[config.mk]
export PLATFORM = sky130hd
export DESIGN_NAME = tmds_decoder
export DESIGN_NICKNAME = d
export VERILOG_FILES = /design/src/rtl/tmds_decoder.sv
export SDC_FILE = /design/constraint.sdc
export NUM_CORES = 1
export LEC_CHECK = 0
export ABC_CLOCK_PERIOD_IN_PS = 2000
export CAP_MARGIN = 5
export CORE_MARGIN = 2
export CORE_UTILIZATION = 50
export CTS_CLUSTER_DIAMETER = 50
export CTS_CLUSTER_SIZE = 40
export DETAILED_ROUTE_END_ITERATION = 8
export PLACE_DENSITY = 0.71
export SYNTH_ARGS = -nofsm -noshare
export SYNTH_HDL_FRONTEND = slang
export SYNTH_SLANG_ARGS = --single-unit
[constraint.sdc]
create_clock -name clk_i -period 2 [get_ports clk_i]
set_input_delay 0.4 -clock clk_i [delete_from_list [all_inputs] [get_ports clk_i]]
set_output_delay 0.4 -clock clk_i [all_outputs]
set_load 0.05 [all_outputs]
[src/rtl/tmds_decoder.sv]
`default_nettype none
// ============================================================================
// Module      : tmds_decoder
// Description : TMDS lane decoder. Recovers 8-bit pixel data, 2-bit control
//               and data-enable from 10-bit symbols, and hunts for word
//               alignment by requesting bitslips until control tokens line up.
// Revision    : 1.0 - initial release
// ============================================================================
module tmds_decoder #(
    parameter int SEARCH_WINDOW = 4096,
    parameter int LOCK_TOKENS   = 8,
    parameter int SLIP_WAIT     = 4
) (
    input  logic       clk_i,
    input  logic       rst_ni,
    input  logic [9:0] sym_i,
    input  logic       sym_valid_i,
    output logic [7:0] data_o,
    output logic [1:0] ctrl_o,
    output logic       de_o,
    output logic       valid_o,
    output logic       locked_o,
    output logic       bitslip_o,
    output logic       lock_lost_o
);

    localparam int c_WIN_W  = $clog2(SEARCH_WINDOW + 1);
    localparam int c_SLIP_W = $clog2(SLIP_WAIT + 1);

    localparam logic [c_WIN_W-1:0]  c_WIN_LIM   = c_WIN_W'(SEARCH_WINDOW);
    localparam logic [c_SLIP_W-1:0] c_SLIP_LAST = c_SLIP_W'(SLIP_WAIT - 1);
    localparam logic [7:0]          c_LOCK_LIM  = 8'(LOCK_TOKENS);
    localparam logic [7:0]          c_BLANK_MIN = 8'd2;

    localparam logic [1:0] c_ST_SEARCH = 2'd0;
    localparam logic [1:0] c_ST_SLIP   = 2'd1;
    localparam logic [1:0] c_ST_LOCKED = 2'd2;

    // ------------------------------------------------------------------------
    // Control token detection (shared by the datapath and the alignment FSM)
    // ------------------------------------------------------------------------
    logic       w_is_ctrl;
    logic [1:0] w_ctrl;

    always_comb begin
        w_is_ctrl = 1'b1;
        w_ctrl    = 2'b00;
        case (sym_i)
            10'h354: w_ctrl = 2'b00;
            10'h0AB: w_ctrl = 2'b01;
            10'h154: w_ctrl = 2'b10;
            10'h2AB: w_ctrl = 2'b11;
            default: w_is_ctrl = 1'b0;
        endcase
    end

    // ------------------------------------------------------------------------
    // Stage 1: token classification and conditional inversion
    // ------------------------------------------------------------------------
    logic       r_s1_valid;
    logic       r_s1_is_ctrl;
    logic [1:0] r_s1_ctrl;
    logic       r_s1_xor;
    logic [7:0] r_s1_q;

    always_ff @(posedge clk_i or negedge rst_ni) begin
        if (!rst_ni) begin
            r_s1_valid   <= 1'b0;
            r_s1_is_ctrl <= 1'b0;
            r_s1_ctrl    <= 2'b00;
            r_s1_xor     <= 1'b0;
            r_s1_q       <= 8'h00;
        end else begin
            r_s1_valid <= sym_valid_i;
            if (sym_valid_i) begin
                r_s1_is_ctrl <= w_is_ctrl;
                r_s1_ctrl    <= w_ctrl;
                r_s1_xor     <= sym_i[8];
                r_s1_q       <= sym_i[9] ? ~sym_i[7:0] : sym_i[7:0];
            end
        end
    end

    // ------------------------------------------------------------------------
    // Stage 2: undo the XOR/XNOR transition chain and register outputs
    // ------------------------------------------------------------------------
    logic [7:0] w_dec;

    always_comb begin
        w_dec    = 8'h00;
        w_dec[0] = r_s1_q[0];
        for (int i = 1; i < 8; i++) begin
            w_dec[i] = r_s1_xor ? (r_s1_q[i] ^ r_s1_q[i-1])
                                : ~(r_s1_q[i] ^ r_s1_q[i-1]);
        end
    end

    logic [7:0] r_data;
    logic [1:0] r_ctrl;
    logic       r_de;
    logic       r_valid;

    always_ff @(posedge clk_i or negedge rst_ni) begin
        if (!rst_ni) begin
            r_data  <= 8'h00;
            r_ctrl  <= 2'b00;
            r_de    <= 1'b0;
            r_valid <= 1'b0;
        end else begin
            r_valid <= r_s1_valid;
            if (r_s1_valid) begin
                if (r_s1_is_ctrl) begin
                    r_data <= 8'h00;
                    r_ctrl <= r_s1_ctrl;
                    r_de   <= 1'b0;
                end else begin
                    r_data <= w_dec;
                    r_de   <= 1'b1;
                end
            end
        end
    end

    assign data_o  = r_data;
    assign ctrl_o  = r_ctrl;
    assign de_o    = r_de;
    assign valid_o = r_valid;

    // ------------------------------------------------------------------------
    // Alignment FSM
    // ------------------------------------------------------------------------
    logic [1:0]          r_state,     w_state_nxt;
    logic [7:0]          r_run,       w_run_nxt;
    logic [c_WIN_W-1:0]  r_win,       w_win_nxt;
    logic [c_SLIP_W-1:0] r_slip,      w_slip_nxt;
    logic                r_locked,    w_locked_nxt;
    logic                r_bitslip,   w_bitslip_nxt;
    logic                r_lock_lost, w_lock_lost_nxt;

    logic [7:0]          w_run_inc;
    logic [c_WIN_W-1:0]  w_win_inc;

    // Both counters saturate so a stalled or pathological stream cannot wrap
    assign w_run_inc = !w_is_ctrl ? 8'h00 : ((&r_run) ? r_run : r_run + 8'd1);
    assign w_win_inc = (&r_win) ? r_win : r_win + 1'b1;

    always_comb begin
        w_state_nxt     = r_state;
        w_run_nxt       = r_run;
        w_win_nxt       = r_win;
        w_slip_nxt      = r_slip;
        w_locked_nxt    = r_locked;
        w_bitslip_nxt   = 1'b0;
        w_lock_lost_nxt = 1'b0;

        if (sym_valid_i) begin
            case (r_state)
                c_ST_SEARCH: begin
                    w_run_nxt = w_run_inc;
                    w_win_nxt = w_win_inc;
                    // Lock takes priority over a window expiring on the same symbol
                    if (w_run_inc >= c_LOCK_LIM) begin
                        w_state_nxt  = c_ST_LOCKED;
                        w_win_nxt    = '0;
                        w_locked_nxt = 1'b1;
                    end else if (w_win_inc >= c_WIN_LIM) begin
                        w_state_nxt   = c_ST_SLIP;
                        w_bitslip_nxt = 1'b1;
                        w_slip_nxt    = '0;
                        w_run_nxt     = 8'h00;
                        w_win_nxt     = '0;
                    end
                end
                c_ST_SLIP: begin
                    if (r_slip == c_SLIP_LAST) begin
                        w_state_nxt = c_ST_SEARCH;
                        w_slip_nxt  = '0;
                        w_run_nxt   = 8'h00;
                        w_win_nxt   = '0;
                    end else begin
                        w_slip_nxt = r_slip + 1'b1;
                    end
                end
                c_ST_LOCKED: begin
                    w_run_nxt = w_run_inc;
                    if (w_run_inc >= c_BLANK_MIN) begin
                        w_win_nxt = '0;
                    end else if (w_win_inc >= c_WIN_LIM) begin
                        w_state_nxt     = c_ST_SEARCH;
                        w_locked_nxt    = 1'b0;
                        w_lock_lost_nxt = 1'b1;
                        w_run_nxt       = 8'h00;
                        w_win_nxt       = '0;
                    end else begin
                        w_win_nxt = w_win_inc;
                    end
                end
                default: begin
                    w_state_nxt  = c_ST_SEARCH;
                    w_run_nxt    = 8'h00;
                    w_win_nxt    = '0;
                    w_slip_nxt   = '0;
                    w_locked_nxt = 1'b0;
                end
            endcase
        end
    end

    always_ff @(posedge clk_i or negedge rst_ni) begin
        if (!rst_ni) begin
            r_state     <= c_ST_SEARCH;
            r_run       <= 8'h00;
            r_win       <= '0;
            r_slip      <= '0;
            r_locked    <= 1'b0;
            r_bitslip   <= 1'b0;
            r_lock_lost <= 1'b0;
        end else begin
            r_state     <= w_state_nxt;
            r_run       <= w_run_nxt;
            r_win       <= w_win_nxt;
            r_slip      <= w_slip_nxt;
            r_locked    <= w_locked_nxt;
            r_bitslip   <= w_bitslip_nxt;
            r_lock_lost <= w_lock_lost_nxt;
        end
    end

    assign locked_o    = r_locked;
    assign bitslip_o   = r_bitslip;
    assign lock_lost_o = r_lock_lost;

endmodule
`default_nettype wire
==> insert_results.sql <==
INSERT INTO impl_metrics (metric_group, metric, value, unit) VALUES
('synth', 'ys_top_cells_by_count', 'dfrtp_1, a21oi_1, nor2_1', ''),
('cts', 'h-tree-depth', '2', ''),
('place', 'globalplace.congestion', '0.865', ''),
('detailed_routing', 'wirelength', '6.10', 'mm'),
('synth', 'synth.yosys.seq_area_share', '0.485', ''),
('synth', 'synth_area_leaders', 'dfrtp_1, xnor2_1, a31oi_1', ''),
('finish', 'finalNetCount', '350', ''),
('sta', 'min_period_over_period', '1.01', ''),
('global_routing', 'grt_use_met1', '0.258', ''),
('place', 'hpwl', '3.98', 'mm'),
('cts', 'cts.root.buffer_cell', 'clkbuf_8', ''),
('synth', 'synth_async_sr_flop_share', '1.00', ''),
('detailed_routing', 'firstDrtPassIters', '4', ''),
('floorplan', 'floorplan.core_area', '0.00544', 'mm2'),
('setup_path', 'critical_path.endpoint_type', 'flop', ''),
('global_routing', 'globalRoute.totalOverflow', '0', ''),
('cts', 'worst_skew_pair.late_latency', '0.31', 'ns'),
('sta', 'final.setup.worst_slack', '-0.0124', 'ns'),
('cts', 'clkSlewWorstSetupHoldPaths', '0.10', 'ns'),
('floorplan', 'design.portCount', '28', ''),
('setup_path', 'setup.worst_path.class', 'flop to flop', ''),
('global_routing', 'grt_use_met3', '0.0414', ''),
('setup_path', 'crit_chain', 'ha_2 > and3_4 > and4_4 > a31o_4 > nor3_4 > buf_6 > clkbuf_16 > nand3b_1 > a31oi_1', ''),
('setup_path', 'cp.required', '2.23', 'ns'),
('outcome', 'failing_checks', 'setup timing', ''),
('setup_path', 'worst_path_bufs_invs', '2', ''),
('synth', 'synth_enable_flop_cells', '0', ''),
('setup_path', 'rrSetupSlack', '-0.01', 'ns'),
('sta', 'finalSetupViolations', '3', ''),
('sta', 'slew-limit-headroom', '0.660', ''),
('setup_path', 'path_delay_family', 'simple AND/OR/NAND/NOR gates', ''),
('power', 'p_leak', '1.62', 'nW'),
('detailed_routing', 'detailed_route_vias_per_instance', '5.64', ''),
('place', 'io_buffers', '27', ''),
('sta', 'rsz_0062_raised_after_global_routing', 'yes', ''),
('sta', 'max_slew.worst_pin.slew', '0.508', 'ns'),
('setup_path', 'worst_setup_path_start_kind', 'flop', ''),
('synth', 'post_synth_instance_area', '0.00279', 'mm2'),
('finish', 'nFillCells', '416', ''),
('floorplan', 'rows', '27', ''),
('floorplan', 'initial_utilization', '0.512', ''),
('power', 'irDropWorstVdd', '0.419', 'mV'),
('global_routing', 'grt_antenna_before_repair', '0', ''),
('global_routing', 'grt_busiest_layer', 'met2', ''),
('power', 'power.density_cell_area', '742', 'mW/mm2'),
('place', 'dp_slack', '-0.343', 'ns'),
('floorplan', 'fp.dieArea', '0.00618', 'mm2'),
('floorplan', 'die_w', '78.6', 'um'),
('finish', 'drive_gt1_frac', '0.221', ''),
('synth', 'yosys.area.top_type_share', '0.485', ''),
('synth', 'synth_top_cell_by_area', 'dfrtp_1', ''),
('setup_path', 'slowest_cell_delay_on_critical_path', '0.40', 'ns'),
('setup_path', 'cp_data_arrival_time', '2.25', 'ns'),
('synth', 'post-synth-top-count-cell', 'dfrtp_1', ''),
('sta', 'clock-skew-final', '0.00539', 'ns'),
('cts', 'cts_tree', 'yes', ''),
('finish', 'post-route-cell-area', '0.00365', 'mm2'),
('cts', 'clock_sink_count', '54', ''),
('outcome', 'run_status', 'finished with violations', ''),
('place', 'place_area', '0.00335', 'mm2'),
('setup_path', 'cell_with_the_largest_stage_delay_on_the_worst_path', 'dfrtp_1', ''),
('setup_path', 'timing.critical_path.fanout_max', '4', ''),
('sta', 'max_freq', '0.497', 'GHz'),
('cts', 'ctsLongestPathBuffers', '2', ''),
('finish', 'syn_to_final_growth', '30.9', '%'),
('global_routing', 'grt.total_usage', '0.201', ''),
('hold_path', 'hold_path_class', 'input port to asynchronous set/reset pin', ''),
('sta', 'hold_viol', '0', ''),
('finish', 'postLayoutCoreUtil', '0.670', ''),
('finish', 'antenna-diode-count', '0', ''),
('sta', 'final.min_clock_period', '2.01', 'ns');
cell type report:
class,count,area (um2),share of cell area
Clock buffer,5,68.8,0.0189
Sequential cell,54,1350,0.371
Timing Repair Buffer,64,661,0.181
Clock inverter,3,48.8,0.0134
Inverter,16,60.1,0.0165
Tap cell,72,90.1,0.0247
Multi-Input combinational cell,193,1370,0.375
state kept, by name (all words and copies together), names as in the netlist, 2 cells and up:
signal,flops
r_s1_q,8
data_o,8
r_state,2
r_win,13
r_slip,3
r_run,8
r_s1_ctrl,2
ctrl_o,2
per-layer routing:
layer	wire (um)	vias to the layer above
met2	2990	47
met1	2780	1117
met5	0	-
met3	221	11
li1	-	1121
met4	103	0
stage by stage:
| stage | std cells | setup TNS [ns] | hold WS [ns] |
|---|---|---|---|
| after floorplan | 276 | 0 | 0.104 |
| after global placement | 393 | -5.82 | 0.414 |
| after detailed placement | 393 | -7.28 | 0.411 |
| after CTS | 401 | 0 | 0.0588 |
| after global routing | 407 | -0.534 | 0.0776 |
| final | 407 | -0.0135 | 0.0657 |
repair_timing:
action,CTS,global route
hold endpoints to repair,0,0
setup endpoints to repair,1,22
pin swaps,1,18
buffers inserted,0,2
cloned,0,4
resized for setup,2,17
cell usage in the layout (no fill, tap or decap), drive strengths merged, types with 5 or more instances in the layout:
master,n
clkdlybuf4s50,23
nand2,15
nor2,20
nand3b,8
clkbuf,8
buf,35
xnor2,19
nand3,11
and3,8
a21oi,21
o21ai,12
o22ai,8
nor3,5
dfrtp,54
inv,17
a31oi,19
power by group:
part / total, mW / internal, mW / leakage (nW) / switching (mW)
clock: 0.754 / 0.381 / 0.0563 / 0.372
sequential: 1.30 / 1.20 / 0.698 / 0.0996
combinational: 0.650 / 0.289 / 0.864 / 0.360
total: 2.71 / 1.87 / 1.62 / 0.832
path summary, 6_finish.rpt:
check | start | endpoint | cells after the start
max reg2reg | r_win[1] | r_win[6] | 9
max in group asynchronous | rst_ni | r_win[6] | 2
min in group clk_i | r_win[10] | r_win[10] | 1
min reg2reg | r_win[10] | r_win[10] | 1
max | r_win[1] | r_win[6] | 9
min | rst_ni | r_slip[0] | 2
cell families (layout without fill, tap and decap cells):
family                     count (synthesis)  in the layout  share of synthesized area
DFF                                       54             54                      0.485
AOI/OAI and AO/OA                         82             82                      0.199
muxes                                      5              5                     0.0198
adders and majority gates                  3              3                     0.0135
buffers and inverters                     29             88                     0.0485
and+or+nand+nor                           82             82                      0.168
xor gates and xnor gates                  21             21                     0.0660
Note: power is estimated with default switching activity, not from simulation.
==> patch, RTL diff (same flow settings) <==
Register the output `ctrl_o` once more, without a reset; this adds one clock of latency there. The other outputs are not delayed to match.
--- a/src/rtl/tmds_decoder.sv
+++ b/src/rtl/tmds_decoder.sv
@@ -123,5 +123,7 @@
 
     assign data_o  = r_data;
-    assign ctrl_o  = r_ctrl;
+    always_ff @(posedge clk_i) begin
+        ctrl_o <= r_ctrl;
+    end
     assign de_o    = r_de;
     assign valid_o = r_valid;
Function: changed (a bounded check fails within 4 cycles, from zero or initial values and one cycle with rst_ni low).
==> patch against the original RTL <==
Power up 7.3%; wire length up 3.0%; sequential cell count up 2; non-clock buffer count up 16; cell area up 4.7%; area after synthesis up 5.1%; critical path depth down 1; worst setup slack better by 0.023 ns; synthesized cell count up 6.2%; utilization up 1.5 points.
==> patch: results (changes against the original RTL) <==
metric;value;unit;change
Comb power frac;31.0;%;was 24.0%
layout cell share with drive strength beyond 1;26.10;%;was 22.09%
via count;2398;;was 2296
Worst Setup EP;r_state[0];;was r_win[6]
synth cell count leaders;dfrtp_1 (54), nand3_1 (21), nor2_1 (21);;was dfrtp_1 (54), a21oi_1 (20), nor2_1 (20)
length of routed met3 wiring;177;um;was 221 um
VDD IR max;0.6465;mV;was 0.4193 mV
Hold Slack;0.05512;ns;was 0.06575 ns
wire length of the first global-routing pass;10950;um;was 9860 um
area of the multi-input gates;1493;um2;was 1366 um2
hpwl dp;4475;um;was 3984 um
Data buffer area share;17.99;%;was 18.12%
initial drt markers;104;;was 159
Critical Path AT;2.20;ns;was 2.25 ns
Lkg Pwr;1.675;nW;was 1.618 nW
area post-placement;3545;um2;was 3351 um2
Flop pwr share;46.5;%;was 48.1%
gr usage total;21.47;%;was 20.07%
met2 Use GR;34.67;%;was 33.76%
Reg area;1391;um2;was 1351 um2
Post-synth ARST share;96.43;%;was 100.0%
Area contributors post-synth;dfrtp_1 (46%), xnor2_1 (5.7%), nand3_1 (3.6%);;was dfrtp_1 (49%), xnor2_1 (6.0%), a31oi_1 (4.3%)
Netlist cell types;57;;was 53
Reg2Reg Depth;8;;was 9
Placed Instances;421;;was 393
Post-Layout Cell Count;436;;was 407
WL/cell;14.42;um;was 15.00 um
Cells after Synth;293;;was 276
pre-CTS setup slack;-0.3863;ns;was -0.3427 ns
area grow syn2layout;30.48;%;was 30.91%
RePlAce Congestion;0.8529;;was 0.8645
Total Nets Final;379;;was 350
CP max stage delay;0.42;ns;was 0.40 ns
Layout clock area frac;2.457;%;was 3.226%
wl on met1;3093;um;was 2783 um
status;completed;;was finished, violations left
met3 global-route usage;4.270;%;was 4.138%
Synthesized Nets;309;;was 292
Max Slew Vio Count;0;;unchanged
invs w/o clock;17;;was 16
Min Clock Period, post-route;1.989;ns;was 2.012 ns
flop2flop setup slack;0.01;ns;was -0.01 ns
post-synthesis sequential area ratio;47.54;%;was 48.52%
Comb group;0.000901;W;was 0.000650 W
Non-Clock Buffer Count;80;;was 64
worst skew pair latency;0.32;ns;
Max clock buf depth;2;;unchanged
number of multi-input logic gates;203;;was 193
Fin Clk Skew;0.01017;ns;was 0.005393 ns
slowest cell on the critical path;dfrtp_1;;unchanged
Critical Path Source;r_run[0];;was r_win[1]
Seq Cell Count;56;;was 54
fillers;426;;was 416
## patch: cell types whose count changed in the layout (fill, tap and decap cells not counted), moves of 4 or more
cell | unedited run | this run
a21oi_1 | 20 | 13
a31oi_1 | 18 | 7
buf_4 | 28 | 49
nand2_1 | 14 | 19
nand3_1 | 10 | 21
nand3b_1 | 8 | 1
nand4_1 | 1 | 5
o21ai_1 | 5 | 1
## patch: logic make-up (layout without fill, tap and decap cells)
group / Yosys count / count (layout) / share of synthesized area, %
and+or+nand+nor: 100 / 100 / 18.85
buffers and inverters: 34 / 105 / 5.429
adders and majority gates: 3 / 3 / 1.283
muxes: 11 / 11 / 4.233
AOI/OAI and AO/OA: 69 / 69 / 16.67
xor gates and xnor gates: 20 / 20 / 5.986
DFF: 56 / 56 / 47.54
## patch: what timing repair did
item | in CTS | in global routing
endpoints found under the setup margin | 21 | 22
buffers inserted | 4 | 3
pin swaps | 4 | 11
gates resized for setup | 12 | 10
